[src/rtl/shared_reg_arbiter.sv]
// Round-robin owner of one shared WIDTH-bit register, single or locked writes.
// Optional forced release after TIMEOUT owned cycles: define ARB_TIMEOUT_EN.
module shared_reg_arbiter #(
  parameter int N_REQ   = 4,
  parameter int WIDTH   = 8,
  parameter int TIMEOUT = 16
) (
  input  logic                       clk,
  input  logic                       rst,
  input  logic [N_REQ-1:0]           req,
  input  logic [N_REQ-1:0]           lock,
  input  logic [N_REQ-1:0]           wr_en,
  input  logic [N_REQ*WIDTH-1:0]     wr_data,
  output logic [N_REQ-1:0]           gnt,
  output logic [$clog2(N_REQ)-1:0]   owner,
  output logic [WIDTH-1:0]           q,
  output logic                       q_valid,
  output logic                       busy,
  output logic                       timeout_evt
);

  localparam int IW = $clog2(N_REQ);

  typedef enum logic {
    IDLE,
    OWNED
  } state_t;

  state_t          state;
  logic [IW-1:0]   rr_ptr;
  logic [IW-1:0]   pick;
  logic            pick_vld;
  logic [IW-1:0]   nxt_ptr;
  logic            own_req;
  logic            own_lock;
  logic            own_wr;
  logic [WIDTH-1:0] own_data;
  logic            tmo;
  logic            rel;

  // Reject configurations the arbiter was never meant to cover.
  if (N_REQ < 2 || N_REQ > 8 || TIMEOUT < 1) begin : g_bad_cfg
    $error("shared_reg_arbiter: bad N_REQ or TIMEOUT");
  end

  // First requester at or after rr_ptr, wrapping; lowest offset wins.
  always_comb begin
    pick     = '0;
    pick_vld = 1'b0;
    for (int k = N_REQ - 1; k >= 0; k--) begin
      if (req[(int'(rr_ptr) + k) % N_REQ]) begin
        pick     = IW'((int'(rr_ptr) + k) % N_REQ);
        pick_vld = 1'b1;
      end
    end
  end

  assign own_req  = req[owner];
  assign own_lock = lock[owner];
  assign own_wr   = wr_en[owner];
  assign own_data = wr_data[int'(owner)*WIDTH +: WIDTH];
  assign nxt_ptr  = (owner == IW'(N_REQ - 1)) ? '0 : owner + 1'b1;

`ifdef ARB_TIMEOUT_EN
  localparam int CW = $clog2(TIMEOUT) + 1;
  logic [CW-1:0] cnt;
  assign tmo = (cnt == CW'(TIMEOUT - 1));
`else
  assign tmo         = 1'b0;
  assign timeout_evt = 1'b0;
`endif

  // A single-write owner leaves after its write; a locked one stays.
  assign rel = !own_req || (!own_lock && own_wr) || tmo;

  // Arbitration FSM with registered grant, owner and shared register.
  always_ff @(posedge clk) begin
    if (rst) begin
      state   <= IDLE;
      gnt     <= '0;
      owner   <= '0;
      rr_ptr  <= '0;
      q       <= '0;
      q_valid <= 1'b0;
      busy    <= 1'b0;
`ifdef ARB_TIMEOUT_EN
      cnt         <= '0;
      timeout_evt <= 1'b0;
`endif
    end else begin
`ifdef ARB_TIMEOUT_EN
      timeout_evt <= 1'b0;
`endif
      unique case (state)
        IDLE: begin
          if (pick_vld) begin
            state <= OWNED;
            gnt   <= N_REQ'(1) << pick;
            owner <= pick;
            busy  <= 1'b1;
`ifdef ARB_TIMEOUT_EN
            cnt <= '0;
`endif
          end
        end
        OWNED: begin
          if (own_wr) begin
            q       <= own_data;
            q_valid <= 1'b1;
          end
          if (rel) begin
            state  <= IDLE;
            gnt    <= '0;
            busy   <= 1'b0;
            rr_ptr <= nxt_ptr;
`ifdef ARB_TIMEOUT_EN
            timeout_evt <= tmo;
`endif
          end
`ifdef ARB_TIMEOUT_EN
          else begin
            cnt <= cnt + 1'b1;
          end
`endif
        end
        default: state <= IDLE;
      endcase
    end
  end

endmodule

[config.mk]
export PLATFORM = sky130hd
export DESIGN_NAME = shared_reg_arbiter
export DESIGN_NICKNAME = d
export VERILOG_FILES = /design/src/rtl/shared_reg_arbiter.sv
export SDC_FILE = /design/constraint.sdc
export NUM_CORES = 1
export LEC_CHECK = 0
export ABC_AREA = 1
export BUFFER_PORTS_ARGS = -buffer_cell sky130_fd_sc_hd__buf_2
export CELL_PAD_IN_SITES_DETAIL_PLACEMENT = 1
export CELL_PAD_IN_SITES_GLOBAL_PLACEMENT = 1
export CORE_UTILIZATION = 28
export DETAILED_ROUTE_END_ITERATION = 8
export PLACE_DENSITY_LB_ADDON = 0.3
export SLEW_MARGIN = 15
export SYNTH_ARGS = -nofsm -noshare
export SYNTH_HDL_FRONTEND = slang
export SYNTH_SLANG_ARGS = --single-unit
[constraint.sdc]
create_clock -name clk -period 1.4 [get_ports clk]
set_input_delay 0.07 -clock clk [delete_from_list [all_inputs] [get_ports clk]]
set_output_delay 0.07 -clock clk [all_outputs]
set_load 0.05 [all_outputs]
==> flow_summary.json <==
{
  "status": "finished, violations left",
  "failed_checks": "negative setup slack",
  "dp_slack_ns": -0.07034,
  "grt_usage_pct": 17.50,
  "htree_levels": 1,
  "syn-num-nets": 259,
  "final_cell_mix": "buf_2, nand2_1, o21ai_0, nor2_1, inv_1",
  "fin_worst_skew_ns": 0.004338,
  "fillers": 664,
  "hold_class": "input port to flip-flop",
  "layout.cells.non_filler": 345,
  "setup-tns-final_ns": -0.003263,
  "maxSlewViolCount": 0,
  "setup_viol": 1,
  "worst_slack_ns": -0.003263,
  "grt_pass1_vias": 1647,
  "rows": 25,
  "ctsHoldBuffers": 0,
  "power_density_mw_per_mm2": 2382,
  "core_mm2": 0.004723,
  "antenna_found_initial": 0,
  "yosysSeqAreaShare_pct": 27.76,
  "worstSetupStartpointType": "flip-flop",
  "portBuffers": 61,
  "clock_path_buffers": 2,
  "first_pass_iters": 3,
  "ys_ff_latch": 19,
  "area_delta_synth_final_pct": 40.55,
  "report.final.hold_viol_count": 0,
  "fin_crit_sh_pct": 100.2,
  "crit_slowest_cell": "dfxtp_4",
  "drive_gt1_share_pct": 44.60,
  "die_x_um": 71.95,
  "final_cell_area_mm2": 0.001926,
  "netlist_area_mm2": 0.001370,
  "drt-initial-drc-count": 50,
  "vias_per_cell": 4.600,
  "fin_crit_ns": 1.403,
  "holdWs_ns": 0.04648,
  "start_util_pct": 29.01,
  "post-route-util_pct": 40.77,
  "synthDistinctLibCells": 26,
  "pin_count": 63,
  "vdd_drop_max_v": 0.0007719,
  "final_common_cell": "buf_2",
  "avgSynthCellArea_um2": 6.463,
  "total_power_mw": 4.587,
  "gp_congestion": 0.7872,
  "route.detailed.drc": 0,
  "vias": 1587,
  "dp_hpwl_um": 3514,
  "worstPathCellList": "inv_8 -> nand2_4 -> nand2_4 -> nor2_2 -> nand2_2 -> nand2_4 -> nand2_2 -> nor2_1 -> nor2_1 -> nor2_1",
  "grt_pass1_wl_um": 7224,
  "antenna_cells": 0,
  "cts-root-buf": "clkbuf_8",
  "max_freq_mhz": 712.6,
  "wl_per_cell_um": 12.48,
  "antenna_left": 0,
  "cts_buffers": 3,
  "ys_warn_count": 0,
  "grt_max_degree": 20,
  "rsz0062_at_grt": "yes",
  "fp.dieH_um": 71.95,
  "synthCells": 212,
  "cp_top_family": "simple AND/OR/NAND/NOR gates",
  "clk_latency_ns": 0.25,
  "cts_tree": "yes",
  "crit_path_end_kind": "flip-flop",
  "slowest_delay_ns": 0.43,
  "drv_cap": 0,
  "dp.cells": 341,
  "die_area_mm2": 0.005177,
  "drt-total-wl_um": 4306,
  "clkTransAtPathRegs_ns": 0.07,
  "cp.arrival_ns": 1.59,
  "required_ns": 1.59,
  "critPathKind": "flip-flop to flip-flop",
  "cp_max_fo": 8,
  "grt.overflow.total": 0,
  "place_area_mm2": 0.001798,
  "cts_num_sinks": 19,
  "p_leak_nw": 0.9531,
  "crit_buf_inv": 1,
  "nets": 326
}
## per-layer routing
| layer | track usage [%] | wire length (um) | share of wire [%] | vias up |
|---|---|---|---|---|
| li1 | - | - | - | 813 |
| met1 | 19.79 | 1751 | 41 | 723 |
| met2 | 33.44 | 2236 | 52 | 47 |
| met3 | 4.583 | 287 | 6.7 | 4 |
| met4 | 2.614 | 30 | 0.70 | 0 |
| met5 | 0 | 0 | 0 | - |
## area by class of cell
type,instances,area [um^2],area share (%)
clock buffer,3,41.29,2.144
clock inverter,1,5.005,0.2599
inverter,26,107.6,5.588
multi-input combinational,156,887.1,46.07
sequential,19,392.9,20.40
tap,67,83.83,4.353
timing repair buffer,73,407.9,21.18
## path summary, 6_finish.rpt
| check | start | end | slack (ns) | depth (start not counted) |
|---|---|---|---|---|
| worst max-delay path | rr_ptr[0]$_SDFFE_PP0P_ | gnt[0]$_SDFFE_PP0P_ | -0.003 | 10 |
| worst min-delay path | rst | gnt[2]$_SDFFE_PP0P_ | 0.05 | 2 |
| worst max register to register | rr_ptr[0]$_SDFFE_PP0P_ | gnt[0]$_SDFFE_PP0P_ | -0.003 | 10 |
| worst min register to register | q_valid$_SDFFE_PP0P_ | q_valid$_SDFFE_PP0P_ | 0.45 | 2 |
## state kept, by name (all words and copies together), names as in the netlist
| name | flops |
|---|---|
| state | 1 |
| rr_ptr | 2 |
| gnt | 4 |
| q | 8 |
| busy | 1 |
| owner | 2 |
| q_valid | 1 |
## kinds of logic after synthesis
group,count (synthesis),synth area share [%]
and+or+nand+nor,98,35.43
AOI/OAI and AO/OA,56,22.19
buffers and inverters,37,13.42
DFF,19,27.76
adders and majority gates,1,0.9131
other,1,0.2737
## report_power, final
part,internal [mW],switching (mW),total [mW]
clock,0.198,0.185,0.383
sequential,0.781,0.203,0.984
combinational,1.07,2.15,3.22
total,2.05,2.53,4.59
## synthesized netlist by cell type (all sizes together)
library cell | number | area (um^2)
nand3 | 12 | 100.1
nand2 | 56 | 260.2
a21oi | 15 | 78.83
ha | 1 | 12.51
o21ai | 31 | 162.7
buf | 9 | 73.81
dfxtp | 19 | 380.4
o22ai | 9 | 56.30
a31oi | 1 | 6.260
inv | 26 | 102.6
nor2 | 30 | 125.1
conb | 1 | 3.750
clkbuf | 2 | 7.510
## timing repair
item                                    4_1_cts  5_1_grt
buffers inserted                              0        1
pin swaps                                     6       10
endpoints found under the hold margin         0        0
gates resized for setup                      11       15
endpoints found under the setup margin        4       10
No activity file was read; power rests on OpenSTA's default activity.
